## config.mk

```make
export PLATFORM = sky130hd
export DESIGN_NAME = cnt4_ctrl
export DESIGN_NICKNAME = d
export VERILOG_FILES = /design/src/rtl/cnt4_ctrl.sv
export SDC_FILE = /design/constraint.sdc
export NUM_CORES = 1
export LEC_CHECK = 0
export BUFFER_PORTS_ARGS = -buffer_cell sky130_fd_sc_hd__buf_2
export CAP_MARGIN = 30
export CORE_UTILIZATION = 50
export DETAILED_ROUTE_END_ITERATION = 7
export PLACE_DENSITY = 0.73
export RECOVER_POWER = 50
export SLEW_MARGIN = 20
export SYNTH_ARGS = -nofsm -noshare
export SYNTH_HDL_FRONTEND = slang
export SYNTH_SLANG_ARGS = --single-unit
```

## constraint.sdc

```tcl
create_clock -name CLK -period 5.4 [get_ports CLK]
set_input_delay 1.08 -clock CLK [delete_from_list [all_inputs] [get_ports CLK]]
set_output_delay 1.08 -clock CLK [all_outputs]
set_load 0.005 [all_outputs]
```

## src/rtl/cnt4_ctrl.sv

```systemverilog
// Run controller for the 4-bit event counter: clears it, paces increment enables
// through a prescaler, and stops at a latched limit with pause/resume/abort support.
module cnt4_ctrl #(
  parameter int DIV_W = 8
) (
  input  logic             CLK,
  input  logic             RST,
  input  logic             start,
  input  logic             stop,
  input  logic [DIV_W-1:0] div_val,
  input  logic [3:0]       limit,
  input  logic [3:0]       count,
  output logic             cnt_en,
  output logic             cnt_rst_n,
  output logic             busy,
  output logic             done
);

  typedef enum logic [2:0] {
    ST_IDLE  = 3'd0,
    ST_CLEAR = 3'd1,
    ST_RUN   = 3'd2,
    ST_PAUSE = 3'd3,
    ST_DONE  = 3'd4
  } state_t;

  localparam logic [DIV_W-1:0] PRE_ONE = {{(DIV_W-1){1'b0}}, 1'b1};

  state_t           state_q, state_d;
  logic [DIV_W-1:0] pre_q, pre_d;
  logic [DIV_W-1:0] div_l_q, div_l_d;
  logic [3:0]       lim_l_q, lim_l_d;

  logic pre_zero;
  logic at_limit;

  assign pre_zero = (pre_q == '0);
  assign at_limit = (count == lim_l_q);

  always_ff @(posedge CLK or negedge RST) begin
    if (!RST) begin
      state_q <= ST_IDLE;
      pre_q   <= '0;
      div_l_q <= '0;
      lim_l_q <= '0;
    end else begin
      state_q <= state_d;
      pre_q   <= pre_d;
      div_l_q <= div_l_d;
      lim_l_q <= lim_l_d;
    end
  end

  always_comb begin
    state_d = state_q;
    pre_d   = pre_q;
    div_l_d = div_l_q;
    lim_l_d = lim_l_q;

    unique case (state_q)
      ST_IDLE: begin
        if (start) state_d = ST_IDLE == ST_IDLE ? ST_CLEAR : ST_IDLE;
      end
      ST_CLEAR: begin
        div_l_d = div_val;
        lim_l_d = limit;
        pre_d   = div_val;
        state_d = ST_RUN;
      end
      ST_RUN: begin
        // A stop freezes the prescaler so a later resume keeps its phase.
        if (stop) begin
          state_d = ST_PAUSE;
        end else if (at_limit) begin
          state_d = ST_DONE;
        end else if (pre_zero) begin
          pre_d = div_l_q;
        end else begin
          pre_d = pre_q - PRE_ONE;
        end
      end
      ST_PAUSE: begin
        if (stop) begin
          state_d = ST_IDLE;
        end else if (start) begin
          state_d = ST_RUN;
        end
      end
      ST_DONE: begin
        state_d = ST_IDLE;
      end
      default: begin
        state_d = ST_IDLE;
      end
    endcase
  end

  always_comb begin
    cnt_en    = (state_q == ST_RUN) && pre_zero && !at_limit;
    cnt_rst_n = (state_q != ST_CLEAR);
    busy      = (state_q == ST_CLEAR) || (state_q == ST_RUN) || (state_q == ST_PAUSE);
    done      = (state_q == ST_DONE);
  end

endmodule

```

==> metrics <==
outcome=finished clean; ranking of synthesized cells by area=dfrtp_1, mux2_2, nor3b_1; TritonCTS Buffers=3; CP arrival=2210 ps; prevailing post-synth register cell=dfrtp_1; Power per Cell Area=554 mW/mm^2; post-CTS setup buffers=0; required time at the worst-slack endpoint=4320 ps; post-route cell area=0.00151 sq mm; Iter 0 DRT Violations=17; P_leak=0.000626 uW; hold crit path type=reg2reg; fmax=304 MHz; global-route wire length before repair=4060 um; Worst Clk Skew=3.60 ps; n_diodes=0; total grt overflow=0; Synth warnings=0; Die ar.=0.00293 sq mm; area of the core=0.00252 sq mm; DP HPWL=1930 um; dpl cell area=0.00149 sq mm; crit share post-route=61.0%; distinct cell type count after synthesis=42; Avg Cell Area, Syn=10.4 sq um; #FFs+latches synth=23; root buf cell=clkbuf_4; commonest non-fill, non-tap cells in the layout=dfrtp_1, buf_2, mux2_2; Area growth syn-to-layout=11.1%; post-synthesis sequential area ratio=42.4%; peak fanout along the critical path=10; Setup crit start kind=flip-flop; Total Wirelength=2680 um; share of cells above drive strength 1=30.7%; commonest non-fill, non-tap cell in the layout=dfrtp_1; largest net degree at the start of global routing=24; Slew HR=16.8%; Starting Density=53.9%; async set-reset flop share out of synthesis=100%; # rows=18; Placer Congestion=0.805; Residual DRC=0; Max VDD drop=318 uV; Synth Cell Area=0.00136 sq mm; Resize count post-CTS=0; H-Tree Depth=1; Max-cap violations=0; GRT Total Usage=19.8%; chip width=54.1 um; Tmin final=3290 ps; initial antenna violation count=0; RSZ-0062 raised after global routing=no; Fillers=221; via count=1,090; Cells after DPL=179; nets@finish=176; CTS Sinks=23; die height=54.1 um; Clock Latency Late Sink=310 ps; area leader, netlist=dfrtp_1; Post-synth EDFFs=0; syn nets=153; Vias/cell=5.96; post-DR wirelength/cell=14.7 um; IO Pins=24; synthesized netlist cell count=131; Non-Filler Instances=183; critical path endpoint category=output pin; final slew viol count=0; vias in the first global route=886; Setup TNS Final=0 ps; post-route ant nets=0; Reg clk slew, reported paths=130 ps; IO Port Bufs=23; worst slew pin tran=1250 ps; Core Util, Final=59.9%; final setup fails=0; CTS Hold Bufs=0; Hold Violations, Final=0; Initial DRT Pass Iterations=4; worst setup path class=reg2out; CTS tree=yes; Synth top area share=42.4%; CTS Buffer Depth=2
## layout make-up
type,count,area (sq um),area share [%]
inverters,4,15.0,0.994
clock buffers,3,22.5,1.49
repair buffers,26,129,8.53
multi-input cells,96,726,48.1
flip-flops and latches,23,576,38.1
clock inverters,1,5.00,0.331
well taps,30,37.5,2.49
## logic make-up after synthesis
| kind of cell | share of synthesized area (%) |
|---|---|
| buffers and inverters | 4.60 |
| and+or+nand+nor | 18.1 |
| xor gates and xnor gates | 3.87 |
| AOI/OAI and AO/OA | 17.5 |
| DFF | 42.4 |
| adders and majority gates | 1.84 |
| muxes | 11.7 |
## state kept, by name, summed over array words and instances (netlist names)
register  flops
lim_l_q       4
div_l_q       8
pre_q         8
state_q       3
## cells in the mapped netlist (all sizes together), types with 2 or more instances
master	instances
clkbuf	4
a211oi	2
o21a	2
nor2	4
nor3b	6
nand4	3
nand3	5
nand2	10
xor2	2
dfrtp	23
o41ai	3
a41oi	3
o21ai	8
mux2i	2
ha	2
inv	4
xnor2	4
or4	2
mux2	12
nor3	4
buf	4
a21oi	5
a31o	2
## power breakdown
part           switching (uW)  leakage, uW  internal [uW]
registers                88.6     0.000273            257
clock network            53.5    0.0000177           27.7
logic                     203     0.000335            207
## per-stage QoR
step / hold slack, ps / setup slack (ps) / power, uW
2_1_floorplan: 480 / 2650 / 671
3_3_place_gp: 493 / 2360 / 742
3_5_place_dp: 495 / 2330 / 760
4_1_cts: 528 / 2080 / 841
5_1_grt: 544 / 1950 / 902
6_report: 523 / 2110 / 837
## worst paths after layout
kind | startpoint | end | slack (ps) | depth (start not counted)
max | pre_q[2] | cnt_en | 2110 | 4
min | div_l_q[4] | div_l_q[4] | 520 | 1
max in group asynchronous | RST | lim_l_q[3] | 3670 | 1
min reg2reg | div_l_q[4] | div_l_q[4] | 520 | 1
min in group asynchronous | RST | div_l_q[6] | 1000 | 1
max reg2reg | state_q[0] | pre_q[2] | 3050 | 4
## critical path, stage by stage, from the launching register on
cell and delay, ps:
dfrtp_1 490, nor4_2 800, nand2_1 220, nor3b_1 250, buf_2 150
## layer usage
layer	track usage, %	vias to the layer above	share of wire, %
met5	0	-	0
met4	6.84	0	1.1
met3	4.24	6	4.7
met2	28.7	33	45
met1	28.8	519	50
li1	-	532	-
Power figures use the tool's default switching activity.
